--- src/rtl/aes_cipher_iter_if.sv ---
// -----------------------------------------------------------------------------
// aes_cipher_iter_if
//   Streaming bus between a block source, the iterative AES encryptor and the
//   ciphertext sink. It carries the input handshake with plaintext and the
//   precomputed key schedule, and the output handshake with the ciphertext.
//
//   Parameter
//     Nk            key length in 32-bit words (4, 6 or 8); sets the key bus width
//
//   Signals
//     in_valid      source -> encryptor   plaintext/keys valid
//     in_ready      encryptor -> source   block can be accepted
//     plainText     source -> encryptor   128-bit block, byte 0 in [127:120]
//     keys          source -> encryptor   round key i = keys[128*i +: 128]
//     out_valid     encryptor -> sink     encryptedText valid
//     out_ready     sink -> encryptor     sink accepts the result
//     encryptedText encryptor -> sink     128-bit ciphertext
//
//   Modports
//     master        block source / sink side (testbench, upstream logic)
//     slave         encryptor side
// -----------------------------------------------------------------------------
interface aes_cipher_iter_if #(
    parameter int Nk = 4
);
    localparam int Nr = Nk + 6;
    localparam int KW = 128 * (Nr + 1);

    logic            in_valid;
    logic            in_ready;
    logic [127:0]    plainText;
    logic [0:KW-1]   keys;
    logic            out_valid;
    logic            out_ready;
    logic [127:0]    encryptedText;

    modport master (
        output in_valid,
        output plainText,
        output keys,
        output out_ready,
        input  in_ready,
        input  out_valid,
        input  encryptedText
    );

    modport slave (
        input  in_valid,
        input  plainText,
        input  keys,
        input  out_ready,
        output in_ready,
        output out_valid,
        output encryptedText
    );
endinterface

--- src/rtl/aes_cipher_iter.sv ---
// -----------------------------------------------------------------------------
// aes_cipher_iter
//   Iterative AES-128/192/256 encryptor. One cipher round is computed per clock
//   from a precomputed key schedule; valid/ready handshakes on both sides.
//   The SubBytes, ShiftRows, MixColumns and AddRoundKey steps are built in.
//
//   Parameters
//     Nk          key length in 32-bit words: 4, 6 or 8 (anything else stops
//                 elaboration). Round count Nr = Nk+6 and key bus width
//                 KW = 128*(Nr+1) are derived and cannot be overridden.
//
//   Ports
//     clk         clock, rising edge
//     reset       asynchronous, active-high
//     clear       synchronous abort back to IDLE (wins over every transition)
//     bus         aes_cipher_iter_if.slave: in_valid/in_ready/plainText/keys,
//                 out_valid/out_ready/encryptedText (registered)
//     busy        high while in ROUND or FINAL
//     round_idx   current round counter (debug)
//
//   Build option
//     AES_ITER_KEY_LATCH_EN  when defined, the key schedule is captured into an
//                 internal register on the accept cycle so the source may change
//                 keys right after the handshake. When undefined, the live keys
//                 bus is read every round and must stay stable from accept until
//                 out_valid. Timing and handshake are identical in both builds.
// -----------------------------------------------------------------------------
module aes_cipher_iter #(
    parameter int Nk = 4
) (
    input  logic             clk,
    input  logic             reset,
    input  logic             clear,
    aes_cipher_iter_if.slave bus,
    output logic             busy,
    output logic [3:0]       round_idx
);
    localparam int Nr = Nk + 6;
    localparam int KW = 128 * (Nr + 1);

    if (Nk != 4 && Nk != 6 && Nk != 8) begin : g_bad_nk
        $error("aes_cipher_iter: Nk must be 4, 6 or 8");
    end

    localparam logic [1:0] S_IDLE  = 2'd0;
    localparam logic [1:0] S_ROUND = 2'd1;
    localparam logic [1:0] S_FINAL = 2'd2;
    localparam logic [1:0] S_DONE  = 2'd3;

    // Forward S-box, entry 0 leftmost.
    localparam logic [0:255][7:0] SBOX = {
        128'h637c777bf26b6fc53001672bfed7ab76,
        128'hca82c97dfa5947f0add4a2af9ca472c0,
        128'hb7fd9326363ff7cc34a5e5f171d83115,
        128'h04c723c31896059a071280e2eb27b275,
        128'h09832c1a1b6e5aa0523bd6b329e32f84,
        128'h53d100ed20fcb15b6acbbe394a4c58cf,
        128'hd0efaafb434d338545f9027f503c9fa8,
        128'h51a3408f929d38f5bcb6da2110fff3d2,
        128'hcd0c13ec5f974417c4a77e3d645d1973,
        128'h60814fdc222a908846eeb814de5e0bdb,
        128'he0323a0a4906245cc2d3ac629195e479,
        128'he7c8376d8dd54ea96c56f4ea657aae08,
        128'hba78252e1ca6b4c6e8dd741f4bbd8b8a,
        128'h703eb5664803f60e613557b986c11d9e,
        128'he1f8981169d98e949b1e87e9ce5528df,
        128'h8ca1890dbfe6426841992d0fb054bb16
    };

    // Multiply by x in GF(2^8) modulo x^8+x^4+x^3+x+1.
    function automatic logic [7:0] xtime(input logic [7:0] b);
        return {b[6:0], 1'b0} ^ (b[7] ? 8'h1b : 8'h00);
    endfunction

    // ------------------------------------------------------------------------
    // Registers
    // ------------------------------------------------------------------------
    logic [1:0]   state_q, state_d;
    logic [127:0] blk_q, blk_d;          // running cipher state
    logic [3:0]   round_idx_q, round_idx_d;
    logic [127:0] ct_q, ct_d;            // ciphertext output register
    logic         out_valid_q, out_valid_d;

    // ------------------------------------------------------------------------
    // Key schedule source
    // ------------------------------------------------------------------------
    logic [0:KW-1] key_src;

`ifdef AES_ITER_KEY_LATCH_EN
    logic          key_load;
    logic [0:KW-1] key_q;

    // Same condition as the IDLE accept in the FSM, including clear priority.
    assign key_load = (state_q == S_IDLE) && bus.in_valid && !clear;

    // Pure data register: its contents only matter after a load, so it
    // carries no reset.
    always_ff @(posedge clk) begin
        if (key_load) begin
            key_q <= bus.keys;
        end
    end

    assign key_src = key_q;
`else
    assign key_src = bus.keys;
`endif

    // Split the schedule into round keys; rk[i] is keys[128*i +: 128].
    logic [127:0] rk [0:Nr];

    for (genvar gi = 0; gi <= Nr; gi++) begin : g_rk
        assign rk[gi] = key_src[128*gi +: 128];
    end

    // The key for the current step is always indexed by round_idx: rounds
    // 1..Nr-1 in ROUND, and Nr in FINAL (round_idx has advanced to Nr).
    logic [127:0] rk_cur;
    assign rk_cur = rk[round_idx_q];

    // ------------------------------------------------------------------------
    // Round datapath
    // ------------------------------------------------------------------------
    logic [127:0] sub_w;     // SubBytes(blk_q)
    logic [127:0] shr_w;     // ShiftRows(SubBytes(blk_q))
    logic [127:0] mix_w;     // MixColumns(ShiftRows(SubBytes(blk_q)))
    logic [127:0] round_w;   // full middle round
    logic [127:0] final_w;   // last round, no MixColumns
    logic [127:0] init_w;    // initial AddRoundKey on the live bus

    for (genvar gi = 0; gi < 16; gi++) begin : g_sub
        assign sub_w[127-8*gi -: 8] = SBOX[blk_q[127-8*gi -: 8]];
    end

    // Byte k sits at row k%4, column k/4. Row r rotates left by r columns:
    // out(r,c) = in(r,(c+r)%4).
    for (genvar gi = 0; gi < 16; gi++) begin : g_shift
        localparam int ROW = gi % 4;
        localparam int COL = gi / 4;
        localparam int SRC = 4 * ((COL + ROW) % 4) + ROW;
        assign shr_w[127-8*gi -: 8] = sub_w[127-8*SRC -: 8];
    end

    for (genvar gi = 0; gi < 4; gi++) begin : g_mix
        logic [7:0] a0, a1, a2, a3;
        assign a0 = shr_w[127-32*gi -: 8];
        assign a1 = shr_w[119-32*gi -: 8];
        assign a2 = shr_w[111-32*gi -: 8];
        assign a3 = shr_w[103-32*gi -: 8];
        assign mix_w[127-32*gi -: 8] = xtime(a0) ^ xtime(a1) ^ a1 ^ a2 ^ a3;
        assign mix_w[119-32*gi -: 8] = a0 ^ xtime(a1) ^ xtime(a2) ^ a2 ^ a3;
        assign mix_w[111-32*gi -: 8] = a0 ^ a1 ^ xtime(a2) ^ xtime(a3) ^ a3;
        assign mix_w[103-32*gi -: 8] = xtime(a0) ^ a0 ^ a1 ^ a2 ^ xtime(a3);
    end

    assign round_w = mix_w ^ rk_cur;
    assign final_w = shr_w ^ rk_cur;
    // Round key 0 always comes from the live bus: in the latched build the
    // key register is only being loaded on this same edge.
    assign init_w  = bus.plainText ^ bus.keys[0 +: 128];

    // ------------------------------------------------------------------------
    // FSM
    // ------------------------------------------------------------------------
    always_comb begin
        state_d     = state_q;
        blk_d       = blk_q;
        round_idx_d = round_idx_q;
        ct_d        = ct_q;
        out_valid_d = out_valid_q;

        if (clear) begin
            // Abort: the in-flight block is dropped, ciphertext keeps its value.
            state_d     = S_IDLE;
            out_valid_d = 1'b0;
            round_idx_d = 4'd0;
        end else begin
            case (state_q)
                S_IDLE: begin
                    if (bus.in_valid) begin
                        blk_d       = init_w;
                        round_idx_d = 4'd1;
                        state_d     = S_ROUND;
                    end
                end
                S_ROUND: begin
                    blk_d       = round_w;
                    round_idx_d = round_idx_q + 4'd1;
                    if (round_idx_q == 4'(Nr - 1)) begin
                        state_d = S_FINAL;
                    end
                end
                S_FINAL: begin
                    ct_d        = final_w;
                    out_valid_d = 1'b1;
                    state_d     = S_DONE;
                end
                S_DONE: begin
                    if (bus.out_ready) begin
                        out_valid_d = 1'b0;
                        round_idx_d = 4'd0;
                        state_d     = S_IDLE;
                    end
                end
                default: begin
                    state_d = S_IDLE;
                end
            endcase
        end
    end

    always_ff @(posedge clk or posedge reset) begin
        if (reset) begin
            state_q     <= S_IDLE;
            blk_q       <= '0;
            round_idx_q <= 4'd0;
            ct_q        <= '0;
            out_valid_q <= 1'b0;
        end else begin
            state_q     <= state_d;
            blk_q       <= blk_d;
            round_idx_q <= round_idx_d;
            ct_q        <= ct_d;
            out_valid_q <= out_valid_d;
        end
    end

    // ------------------------------------------------------------------------
    // Outputs
    // ------------------------------------------------------------------------
    assign bus.in_ready      = (state_q == S_IDLE);
    assign bus.out_valid     = out_valid_q;
    assign bus.encryptedText = ct_q;
    assign busy              = (state_q == S_ROUND) || (state_q == S_FINAL);
    assign round_idx         = round_idx_q;

endmodule

--- src/flat_wrapper.sv ---
// flat-port wrapper written by rule: the top's interface ports become plain ports
module aes_cipher_iter_flat 
#(
    parameter int Nk = 4
)
  (clk, reset, clear, busy, round_idx, bus_in_valid, bus_plainText, bus_keys, bus_out_ready, bus_in_ready, bus_out_valid, bus_encryptedText);
  aes_cipher_iter_if #(.Nk(Nk)) bus_i ();
  input  logic clk;
  input  logic reset;
  input  logic clear;
  output logic busy;
  output logic [3:0] round_idx;
  input wire logic [$bits(bus_i.in_valid)-1:0] bus_in_valid;
  input wire logic [$bits(bus_i.plainText)-1:0] bus_plainText;
  input wire logic [$bits(bus_i.keys)-1:0] bus_keys;
  input wire logic [$bits(bus_i.out_ready)-1:0] bus_out_ready;
  output wire logic [$bits(bus_i.in_ready)-1:0] bus_in_ready;
  output wire logic [$bits(bus_i.out_valid)-1:0] bus_out_valid;
  output wire logic [$bits(bus_i.encryptedText)-1:0] bus_encryptedText;
  assign bus_i.in_valid = bus_in_valid;
  assign bus_i.plainText = bus_plainText;
  assign bus_i.keys = bus_keys;
  assign bus_i.out_ready = bus_out_ready;
  assign bus_in_ready = bus_i.in_ready;
  assign bus_out_valid = bus_i.out_valid;
  assign bus_encryptedText = bus_i.encryptedText;
  aes_cipher_iter #(.Nk(Nk)) u_core (.clk(clk), .reset(reset), .clear(clear), .bus(bus_i), .busy(busy), .round_idx(round_idx));
endmodule
--- config.mk ---
export PLATFORM = sky130hd
export DESIGN_NAME = aes_cipher_iter_flat
export DESIGN_NICKNAME = d
export VERILOG_FILES = /design/src/rtl/aes_cipher_iter_if.sv /design/src/rtl/aes_cipher_iter.sv /design/src/flat_wrapper.sv
export SDC_FILE = /design/constraint.sdc
export NUM_CORES = 2
export LEC_CHECK = 0
export CAP_MARGIN = 20
export CORE_AREA = 2 2 659 661
export DETAILED_ROUTE_END_ITERATION = 8
export DIE_AREA = 0 0 661 663
export PLACE_DENSITY = 0.37
export RECOVER_POWER = 25
export SLEW_MARGIN = 20
export SYNTH_ARGS = -nofsm -noshare
export SYNTH_HDL_FRONTEND = slang
export SYNTH_SLANG_ARGS = --single-unit
--- constraint.sdc ---
create_clock -name clk -period 21.6 [get_ports clk]
set_input_delay 6.48 -clock clk [delete_from_list [all_inputs] [get_ports clk]]
set_output_delay 6.48 -clock clk [all_outputs]
set_load 0.02 [all_outputs]
==> impl_metrics.csv <==
group,metric,value,unit
timing,hold_viol_final,0,
critical_path,cp_max_fo,55,
clock_network,clock_latency,0.78,ns
synthesis,synth-seq-cells,263,
synthesis,synth_nets,13270,
run,cap_violations,4,
place,io_buffers,1675,
timing,final.period_utilization,57.39,%
drt,wirelength,857100,µm
global_route,antenna_found_initial,600,
synthesis,netlist_instances,11490,
drt,first_pass_iters,7,
drt,wire_per_inst,46.59,µm
floorplan,dieArea,438200,µm²
critical_path,crit_type,"in2async",
global_route,grt_usage,37.21,%
timing,maxSlewHeadroom,-160.3,%
global_route,grt_max_degree,113,
critical_path,crit_path_end,"u_core.round_idx[2]$_DFFE_PP0P_",
clock_network,clkTransAtPathRegs,0.06,ns
timing,finalSetupViolCount,0,
global_route,grt_pass1_vias,99800,
synthesis,yosysMostFrequentCell,"o21ai_0",
timing,slew_viol_final,189,
timing,rsz0062_at_grt,"no",
clock_network,cts_buffers,47,
timing,period_needed,12.40,ns
clock_network,cts_tree,"yes",
global_route,grt_first_pass_wirelength,1088000,µm
synthesis,ys_top_cells_by_area,"mux4_2 (13%), dfrtp_1 (8.0%), o21ai_0 (8.0%)",
drt,drt_iter0_markers,18450,
power,p_leak,0.03556,µW
critical_path,end_kind,"async pin",
synthesis,yosys_warnings,0,
power,vdd_drop_max,0.2162,mV
critical_path,startpoint_type,"input pin",
synthesis,synth_edf_count,0,
floorplan,fp.dieH,663,µm
critical_path,r2r_cells,13,
power,p_int,10220,µW
floorplan,start_util,19.05,%
floorplan,coreArea,432100,µm²
power,p_sw,18070,µW
layout,syn2layout_area_growth,29.92,%
critical_path,cp.arrival,11.94,ns
timing,fmax,0.08067,GHz
synthesis,async_reset_ff_share,100.0,%
power,swShare,63.86,%
place,placed_cells,17960,
clock_network,clk_path_buf_depth,3,
floorplan,die_w,661,µm
clock_network,hold_buffers,0,
timing,fin_tns_setup,0,ns
drt,drc,0,
floorplan,pin_count,1676,
power,power_frac_comb,92.0,%
drt,vias,111100,
clock_network,ctsResizeCount,0,
synthesis,synthTopCellsByCount,"o21ai_0 (1,314), nand2_1 (1,126), clkbuf_1 (886)",
synthesis,ys_types,104,
clock_network,clock_sinks,263,
synthesis,synth.cell_area,82330,µm²
place,dp_hpwl,697500,µm
place,dpl_worst_slack,11.51,ns
run_status,status,"complete, but fails checks",
synthesis,synth_ff_type,"dfrtp_1",
layout,stdcell_count,18400,
place,gp_congestion,1.063,
timing,finClkSkew,0.08937,ns
power,clkPwrFrac,3.3,%
clock_network,cts-root-buf,"clkbuf_16",
power,power_density,264.5,nW/µm²
drt,antenna_left,0,
synthesis,synth_top_area_cell,"mux4_2",
critical_path,r2r_start,"u_core.blk_q[89]$_DFFE_PP0P_",
synthesis,netlist.area_leader.share,13.21,%
timing,setup_ws,9.204,ns
critical_path,worst_ep_required_time,21.14,ns
floorplan,num_rows,242,
min_path,holdCritPathClass,"reg2reg",
critical_path,worstReg2RegEnd,"u_core.blk_q[69]$_DFFE_PP0P_",
timing,holdWs,0.4819,ns
drt,viasPerCell,6.039,
power,p_seq_share,4.7,%
synthesis,ys_seq_area_share,7.994,%
layout,drive_above_1_share,10.57,%
synthesis,synth_area_per_cell,7.166,µm²
critical_path,crit_start,"reset",
global_route,grt-ovfl-total,0,
run_status,violations,"capacitance limit, slew limit",
layout,fin_nets,14060,
timing,tightestPinTransition,3.905,ns
clock_network,htree_levels,2,
clock_network,post_cts_buffers,0,
critical_path,reg2reg_slack,14.96,ns
-- worst min path at each step --
stage	start	to	slack [ns]	cells past startpoint
after floorplan	u_core.state_q[1]$_DFFE_PP0P_	u_core.state_q[1]$_DFFE_PP0P_	0.52	2
after global placement	u_core.bus.encryptedText[73]$_DFFE_PP0P_	u_core.bus.encryptedText[73]$_DFFE_PP0P_	0.46	2
after detailed placement	u_core.bus.encryptedText[87]$_DFFE_PP0P_	u_core.bus.encryptedText[87]$_DFFE_PP0P_	0.47	2
after CTS	u_core.bus.encryptedText[87]$_DFFE_PP0P_	u_core.bus.encryptedText[87]$_DFFE_PP0P_	0.48	2
after global routing	u_core.bus.encryptedText[111]$_DFFE_PP0P_	u_core.bus.encryptedText[111]$_DFFE_PP0P_	0.51	2
final	u_core.bus.encryptedText[87]$_DFFE_PP0P_	u_core.bus.encryptedText[87]$_DFFE_PP0P_	0.48	2
-- area by class of cell --
cell class                 count  area, µm²
multi-input combinational   9700      69860
tap                         5734       7174
sequential                   263       6710
antenna                      351      878.3
timing repair buffer        2083      19940
inverter                     177      665.6
clock buffer                  57       1295
clock inverter                31      425.4
fill                       48140     325100
-- kinds of logic (layout without fill, tap and decap cells) --
family	after synthesis	after routing	share of synthesized area, %
xor+xnor	848	848	9.231
other cells	0	351	0
mux	767	767	16.75
simple gates	3570	3570	21.03
buf+inv	1526	2348	7.462
flops	263	263	7.994
compound gates	4267	4267	33.78
fa+ha+maj	248	248	3.754
-- registers in the layout, summed over array words and instances (netlist names) --
| register | count |
|---|---|
| u_core.blk_q | 128 |
| u_core.bus.encryptedText | 128 |
| u_core.bus.out_valid | 1 |
| u_core.round_idx | 4 |
| u_core.state_q | 2 |
-- metrics by stage --
step / power, µW / utilization [%] / instance area, µm²
final: 28290 / 24.75 / 107000
after global routing: 29020 / 24.67 / 106600
after CTS: 27380 / 24.55 / 106100
after detailed placement: 26330 / 24.15 / 104400
after global placement: 26630 / 24.12 / 104200
after floorplan: 16610 / - / 82330
-- cells in the final DEF, fill, tap and decap left out, types with 230 or more instances in the layout --
master / count
nand2_1: 1125
nand2b_1: 319
nor2b_1: 295
o211ai_1: 308
nand3_1: 294
clkdlybuf4s50_1: 1672
a21oi_1: 767
diode_2: 351
nor2_1: 652
buf_4: 391
mux4_2: 483
mux2i_1: 230
ha_1: 242
xnor2_1: 605
nor3_1: 351
o21ai_0: 1282
-- power groups by stage --
stage	logic [µW]	registers (µW)	clock network, µW
final	26000	1340	934
after global routing	26700	1360	949
after CTS	25100	1310	944
after detailed placement	25000	1320	0
after global placement	25300	1330	0
after floorplan	15600	1040	0
-- worst max-delay path: stages --
cell and delay (ns):
dlygate4sd3_1 0.55, clkinvlp_2 2.04, clkbuf_1 2.60
-- routing by layer --
metal	global-route usage, %	share of wire [%]	vias up
li1	-	-	45240
met5	0	0.24	-
met2	53.00	41	8062
met3	15.06	12	1910
met4	25.14	8.3	318
met1	45.52	38	55570
Power figures use the tool's default switching activity.
